`config.mk`:
```
export PLATFORM = sky130hd
export DESIGN_NAME = ir_wand_tx_flat
export DESIGN_NICKNAME = d
export VERILOG_FILES = /design/src/rtl/ir_wand_tx_pkg.sv /design/src/rtl/ir_wand_tx_if.sv /design/src/rtl/ir_wand_tx_carrier_gen.sv /design/src/rtl/ir_wand_tx.sv /design/src/flat_wrapper.sv
export SDC_FILE = /design/constraint.sdc
export NUM_CORES = 1
export LEC_CHECK = 0
export CORE_MARGIN = 8
export CORE_UTILIZATION = 42
export DETAILED_ROUTE_END_ITERATION = 12
export GPL_TIMING_DRIVEN = 0
export PLACE_DENSITY = 0.69
export REMOVE_ABC_BUFFERS = 1
export SKIP_LAST_GASP = 1
export SLEW_MARGIN = 5
export SYNTH_ARGS = -nofsm -noshare
export SYNTH_HDL_FRONTEND = slang
export SYNTH_HIERARCHICAL = 1
export SYNTH_SLANG_ARGS = --single-unit
```
`constraint.sdc`:
```
create_clock -name clock -period 7.6 [get_ports clock]
set_input_delay 1.52 -clock clock [delete_from_list [all_inputs] [get_ports clock]]
set_output_delay 1.52 -clock clock [all_outputs]
set_load 0.1 [all_outputs]
```
`src/rtl/ir_wand_tx_pkg.sv`:
```
// Shared types and constants for the wand IR transmitter.
// Build option: define IR_CHECKSUM_EN to append an 8-bit inverted-XOR check byte (24-bit frames).
package ir_tx_pkg;

  typedef enum logic [2:0] {
    IDLE       = 3'd0,
    LEAD_MARK  = 3'd1,
    LEAD_SPACE = 3'd2,
    BIT_MARK   = 3'd3,
    BIT_SPACE  = 3'd4,
    STOP_MARK  = 3'd5,
    GAP        = 3'd6
  } tx_state_e;

  localparam int unsigned LEAD_MARK_U  = 16;
  localparam int unsigned LEAD_SPACE_U = 8;
  localparam int unsigned ONE_SPACE_U  = 3;
  localparam int unsigned ZERO_SPACE_U = 1;

`ifdef IR_CHECKSUM_EN
  localparam int unsigned NBITS = 24;
`else
  localparam int unsigned NBITS = 16;
`endif

  function automatic logic [NBITS-1:0] frame_payload(input logic [15:0] code);
`ifdef IR_CHECKSUM_EN
    return {code, ~(code[15:8] ^ code[7:0])};
`else
    return code;
`endif
  endfunction

endpackage

```
`src/rtl/ir_wand_tx_if.sv`:
```
// Code-offer handshake between the wand controller (master) and the IR transmitter (slave).
interface ir_wand_tx_if;
  logic        tx_valid;
  logic [15:0] tx_code;
  logic        tx_ready;

  modport master (output tx_valid, output tx_code, input tx_ready);
  modport slave  (input tx_valid, input tx_code, output tx_ready);
endinterface

```
`src/rtl/ir_wand_tx_carrier_gen.sv`:
```
// Square-wave carrier, toggling every HALF_CYC cycles while enabled; clear restarts it high.
module ir_carrier_gen #(
  parameter int unsigned HALF_CYC = 657
) (
  input  logic clock,
  input  logic resetn,
  input  logic clear_i,
  input  logic enable_i,
  output logic carrier_o
);
  localparam int unsigned PW = (HALF_CYC > 1) ? $clog2(HALF_CYC) : 1;

  logic [PW-1:0] phase_q, phase_d;
  logic          carrier_q, carrier_d;

  always_comb begin
    phase_d   = phase_q;
    carrier_d = carrier_q;
    if (clear_i) begin
      phase_d   = '0;
      carrier_d = 1'b1;
    end else if (enable_i) begin
      if (phase_q == PW'(HALF_CYC - 1)) begin
        phase_d   = '0;
        carrier_d = ~carrier_q;
      end else begin
        phase_d = phase_q + 1'b1;
      end
    end
  end

  always_ff @(posedge clock) begin
    if (!resetn) begin
      phase_q   <= '0;
      carrier_q <= 1'b0;
    end else begin
      phase_q   <= phase_d;
      carrier_q <= carrier_d;
    end
  end

  // Next-cycle value: lets the caller register the LED in phase with the carrier.
  assign carrier_o = carrier_d;

endmodule

```
`src/rtl/ir_wand_tx.sv`:
```
// Wand IR transmitter: pulse-distance framing, MSB-first, marks gated by the carrier.
// Build option: IR_CHECKSUM_EN selects 24-bit frames (code + check byte).
module ir_wand_tx
  import ir_tx_pkg::*;
#(
  parameter int unsigned CLK_HZ     = 50_000_000,
  parameter int unsigned CARRIER_HZ = 38_000,
  parameter int unsigned UNIT_US    = 562,
  parameter int unsigned GAP_UNITS  = 40
) (
  input  logic         clock,
  input  logic         resetn,
  ir_wand_tx_if.slave  tx,
  output logic         ir_led_out,
  output logic         busy,
  output logic         frame_done
);
  localparam int unsigned HALF_CYC = CLK_HZ / (2 * CARRIER_HZ);
  localparam int unsigned UNIT_CYC = (CLK_HZ / 1_000_000) * UNIT_US;
  localparam int unsigned GAP_CYC  = UNIT_CYC * GAP_UNITS;
  localparam int unsigned CNT_W    = $clog2(GAP_CYC + 1);
  localparam int unsigned BIT_W    = $clog2(NBITS);

  localparam logic [CNT_W-1:0] LM_END   = CNT_W'(UNIT_CYC * LEAD_MARK_U - 1);
  localparam logic [CNT_W-1:0] LS_END   = CNT_W'(UNIT_CYC * LEAD_SPACE_U - 1);
  localparam logic [CNT_W-1:0] UNIT_END = CNT_W'(UNIT_CYC - 1);
  localparam logic [CNT_W-1:0] ONE_END  = CNT_W'(UNIT_CYC * ONE_SPACE_U - 1);
  localparam logic [CNT_W-1:0] ZERO_END = CNT_W'(UNIT_CYC * ZERO_SPACE_U - 1);
  localparam logic [CNT_W-1:0] GAP_END  = CNT_W'(GAP_CYC - 1);

  tx_state_e        state_q, state_d;
  logic [CNT_W-1:0] cnt_q, cnt_d;
  logic [BIT_W-1:0] bit_q, bit_d;
  logic [NBITS-1:0] shreg_q, shreg_d;
  logic             led_q, ready_q, done_q;
  logic             accept, carrier_nxt, mark_d;

  assign accept = tx.tx_valid & ready_q;

  ir_carrier_gen #(.HALF_CYC(HALF_CYC)) u_carrier (
    .clock     (clock),
    .resetn    (resetn),
    .clear_i   (accept),
    .enable_i  (state_q != IDLE),
    .carrier_o (carrier_nxt)
  );

  always_comb begin
    state_d = state_q;
    cnt_d   = cnt_q + 1'b1;
    bit_d   = bit_q;
    shreg_d = shreg_q;
    unique case (state_q)
      IDLE: begin
        cnt_d = '0;
        if (accept) begin
          state_d = LEAD_MARK;
          shreg_d = frame_payload(tx.tx_code);
          bit_d   = '0;
        end
      end
      LEAD_MARK:  if (cnt_q == LM_END)   begin state_d = LEAD_SPACE; cnt_d = '0; end
      LEAD_SPACE: if (cnt_q == LS_END)   begin state_d = BIT_MARK;   cnt_d = '0; end
      BIT_MARK:   if (cnt_q == UNIT_END) begin state_d = BIT_SPACE;  cnt_d = '0; end
      BIT_SPACE: begin
        if (cnt_q == (shreg_q[NBITS-1] ? ONE_END : ZERO_END)) begin
          cnt_d   = '0;
          shreg_d = shreg_q << 1;
          if (bit_q == BIT_W'(NBITS - 1)) begin
            state_d = STOP_MARK;
          end else begin
            state_d = BIT_MARK;
            bit_d   = bit_q + 1'b1;
          end
        end
      end
      STOP_MARK:  if (cnt_q == UNIT_END) begin state_d = GAP;  cnt_d = '0; end
      GAP:        if (cnt_q == GAP_END)  begin state_d = IDLE; cnt_d = '0; end
      default: begin
        state_d = IDLE;
        cnt_d   = '0;
      end
    endcase
  end

  assign mark_d = (state_d == LEAD_MARK) || (state_d == BIT_MARK) || (state_d == STOP_MARK);

  // Outputs are decoded from next-state so each flop holds the value for the cycle it labels.
  always_ff @(posedge clock) begin
    if (!resetn) begin
      state_q <= IDLE;
      cnt_q   <= '0;
      bit_q   <= '0;
      shreg_q <= '0;
      led_q   <= 1'b0;
      ready_q <= 1'b1;
      done_q  <= 1'b0;
    end else begin
      state_q <= state_d;
      cnt_q   <= cnt_d;
      bit_q   <= bit_d;
      shreg_q <= shreg_d;
      led_q   <= mark_d & carrier_nxt;
      ready_q <= (state_d == IDLE);
      done_q  <= (state_d == GAP) && (cnt_d == GAP_END);
    end
  end

  assign tx.tx_ready = ready_q;
  assign busy        = ~ready_q;
  assign ir_led_out  = led_q;
  assign frame_done  = done_q;

endmodule

```
`src/flat_wrapper.sv`:
```
// flat-port wrapper written by rule: the top's interface ports become plain ports
module ir_wand_tx_flat import ir_tx_pkg::*;
#(
  parameter int unsigned CLK_HZ     = 50_000_000,
  parameter int unsigned CARRIER_HZ = 38_000,
  parameter int unsigned UNIT_US    = 562,
  parameter int unsigned GAP_UNITS  = 40
)
  (clock, resetn, ir_led_out, busy, frame_done, tx_tx_valid, tx_tx_code, tx_tx_ready);
  ir_wand_tx_if tx_i ();
  input  logic clock;
  input  logic resetn;
  output logic ir_led_out;
  output logic busy;
  output logic frame_done;
  input wire logic [$bits(tx_i.tx_valid)-1:0] tx_tx_valid;
  input wire logic [$bits(tx_i.tx_code)-1:0] tx_tx_code;
  output wire logic [$bits(tx_i.tx_ready)-1:0] tx_tx_ready;
  assign tx_i.tx_valid = tx_tx_valid;
  assign tx_i.tx_code = tx_tx_code;
  assign tx_tx_ready = tx_i.tx_ready;
  ir_wand_tx #(.CLK_HZ(CLK_HZ), .CARRIER_HZ(CARRIER_HZ), .UNIT_US(UNIT_US), .GAP_UNITS(GAP_UNITS)) u_core (.clock(clock), .resetn(resetn), .tx(tx_i), .ir_led_out(ir_led_out), .busy(busy), .frame_done(frame_done));
endmodule
```
==> implementation parameters <==
Parameter                              Value

Worst setup path
  CP Buf/Inv Count    1
  Reg2reg end    u_core/frame_done
  Crit-path max FO    3
  Sort of element at the end of the critical path    output pin
  Data arrival time at the worst-slack endpoint    1830 ps
  Worst Reg-to-Reg Cells    7
  Register-to-register setup slack    4500 ps
  Critical Path RT    6080 ps
  Launching point of the worst reg2reg path    u_core/cnt_q[0]
  CP top delay family    buffers and inverters
  Cell-by-cell trace of the critical path    clkdlybuf4s50_1
  Slowest cell delay on critical path    1140 ps
  Critical Path Source Type    flip-flop
  Slowest cell on the critical path    clkdlybuf4s50_1
  Kind of critical path    reg2out

Power
  Total net switching power    0.1889 mW
  Sequential share of power    47.4%
  Total leakage power    1.160 nW
  Share of power burned in combinational logic    9.9%
  Power per cell area    182.5 nW/um^2
  Cell internal power dissipation    0.4953 mW
  Overall power consumption    0.6842 mW
  Clock share of power    42.7%
  Worst supply voltage drop on vdd    0.1032 mV
  Switching fraction of total power    27.61%

Synthesis
  Cells taking the most area after synthesis    dfxtp_1 (35%), nor2_1 (5.7%), mux2i_1 (5.4%)
  Proportion of synthesized chip area in sequential cells    34.98%
  Number of cells produced by synthesis    390
  Cell variety after synth    63
  Synthesized area divided by synthesized cell count    8.511 sq um
  Async set or reset register ratio after synthesis    0%
  Top_reg_cell synth    dfxtp_1
  Most frequent cell after synthesis    dfxtp_1
  Flip-flop and latch count after synthesis    58
  Library cell occupying the most area in the post-synthesis netlist    dfxtp_1
  Number of synthesized flops with an enable pin    0
  Number of warnings reported in the yosys synthesis log    6
  Share of the synthesized area in the top cell type    34.98%
  Netlist area before placement    3319 sq um
  Most common library cells after synthesis    dfxtp_1 (58), nor2_1 (50), nand2_1 (25)

Timing
  Number of pins exceeding their max-slew limit in the final report    0
  Clock skew after layout    18.12 ps
  Relative slew slack    34.59%
  Aggregate negative setup slack    0 ps
  Share of the cycle needed by the critical path after routing    44.10%
  Final-report setup violation count    0
  Setup repair after global routing missed its margin    false
  Slew of the pin with the lowest slew margin    978.1 ps
  Maximum clock frequency    298.4 MHz
  Final-report hold violation count    0
  Period minus WS final    3351 ps
  Worst hold margin    498.1 ps

Run
  Max-cap check violation count    0

Clocking
  Clock latency on the worst-skew pair    360 ps
  Count of H-tree levels built during CTS    3
  Clock slew at reported path FFs    70 ps
  CTS tree    done
  Setup bufs post-CTS    0
  # clock sinks    58
  Maximum count of clock buffers along a single path    2
  Number of hold buffers added after CTS    0
  Total CTS buffers    9
  Quantity of gates resized following cts    0
  Clock root buffer    clkbuf_8

Layout
  Area added between synthesis and finish    12.93%
  Share of final-layout standard cells stronger than drive strength 1    8.416%
  Area of all placed cells without fillers    3749 sq um
  # fillers    753
  Diode count    0
  Finished Core Util    48.76%
  Final nets    422

Die
  Area of the die    11000 sq um
  IO Pins    23
  Die Height    104.9 um
  Effective utilization at floorplan    43.18%
  Width of the die    104.9 um
  Standard-cell rows    32
  Core box area    7687 sq um

Routing
  Count of TritonRoute iterations in the first routing pass    4
  Total wire length after detailed routing    7.372 mm
  Average via count per standard cell    5.660
  Number of remaining DRC errors    0
  Final antenna-violating net count    0
  Number of DRC violations after detailed-routing iteration 0    212
  Drt wl/cell    14.57 um
  Total number of vias    2864

Placement
  Post-DP HPWL    5.258 mm
  Buffers on Ports    22
  Final weighted congestion of routability-driven global placement    0.9086
  Placed inst area    3548 sq um

Hold path
  Hold WC Path Type    reg2reg
  Hold Path Origin    u_core/shreg_q[0]
  Hold Path Depth    2
  Worst Hold End    u_core/shreg_q[0]

Outcome
  Outcome    finished clean

GRT
  Global-route wire length before repair    12.94 mm
  Number of global-route vias before repair    2820
  Largest net degree at the start of global routing    32
  Congestion Overflow GR    0
  Antenna violations before repair    0
  GRT Resource Usage Total    14.06%
## layer usage
metal	GRT usage, %	wire (um)	vias up
li1	-	-	1453
met5	0	0	-
met2	22.49	3438	66
met3	2.887	318	13
met1	16.90	3433	1332
met4	8.869	181	0
## layout make-up
type | instances | area (sq um) | share of cell area, %
multi-input cells | 295 | 1976 | 52.70
flip-flops and latches | 58 | 1161 | 30.97
repair buffers | 24 | 242.7 | 6.475
well taps | 102 | 127.6 | 3.405
clock buffers | 9 | 123.9 | 3.304
clock inverters | 7 | 76.32 | 2.036
inverters | 11 | 41.29 | 1.101
## sequential cells by signal, summed over array words and instances (netlist names)
register / cells
u_core/u_carrier/carrier_q: 1
u_core/bit_q: 4
u_core/frame_done: 1
u_core/tx.tx_ready: 1
u_core/cnt_q: 21
u_core/ir_led_out: 1
u_core/shreg_q: 16
u_core/u_carrier/phase_q: 10
u_core/state_q: 3
## kinds of logic after synthesis
kind of cell	Yosys count	share of synthesized area (%)
mux	18	5.428
fa+ha+maj	4	1.508
compound gates	66	14.63
buf+inv	37	5.654
flops	58	34.98
xor+xnor	23	6.069
simple gates	184	31.74
## worst max-delay path by stage
stage	from	to	slack (ps)	cells past startpoint
after floorplan	u_core/state_q[2]	u_core/bit_q[3]	4050	5
after global placement	u_core/state_q[2]	u_core/bit_q[3]	3140	5
after detailed placement	tx_tx_valid	u_core/tx.tx_ready	3960	6
after CTS	u_core/tx.tx_ready	tx_tx_ready	4220	1
after global routing	tx_tx_valid	u_core/tx.tx_ready	4130	6
final	u_core/tx.tx_ready	tx_tx_ready	4250	1
## power by group through the flow
stage | Combinational (mW) | Sequential, mW | Clock [mW]
after floorplan | 0.0387 | 0.336 | 0
after global placement | 0.0665 | 0.331 | 0
after detailed placement | 0.0678 | 0.331 | 0
after CTS | 0.0682 | 0.324 | 0.302
after global routing | 0.0746 | 0.326 | 0.312
final | 0.0675 | 0.324 | 0.292
## through the flow
step                      instances  worst slack (ps)
final                           506              4249
after global routing            506              4132
after CTS                       506              4223
after detailed placement        490              3960
after global placement          488              3137
after floorplan                 364              4054
## layout by cell type (no fill, tap or decap), types with 3 or more instances in the layout
cell / synthesis / final
nor2_1: 50 / 50
a21oi_1: 12 / 12
nor2b_1: 6 / 6
clkdlybuf4s50_1: 0 / 22
nand2_1: 25 / 25
a21o_1: 3 / 3
xnor2_1: 13 / 13
a31oi_1: 3 / 3
o31a_1: 3 / 3
and4b_1: 3 / 3
ha_1: 4 / 4
dfxtp_1: 58 / 58
nor3_1: 12 / 11
or4_1: 5 / 5
o31ai_1: 3 / 3
nor4b_1: 3 / 3
o21ai_0: 7 / 7
nand4_1: 12 / 12
clkbuf_8: 0 / 9
and2_1: 6 / 6
or2b_1: 3 / 3
a211oi_1: 19 / 19
nor4_1: 8 / 8
nand3_1: 19 / 19
or3_1: 7 / 7
inv_1: 10 / 10
mux2i_1: 18 / 18
xor2_1: 10 / 10
Note: power is estimated with default switching activity, not from simulation.
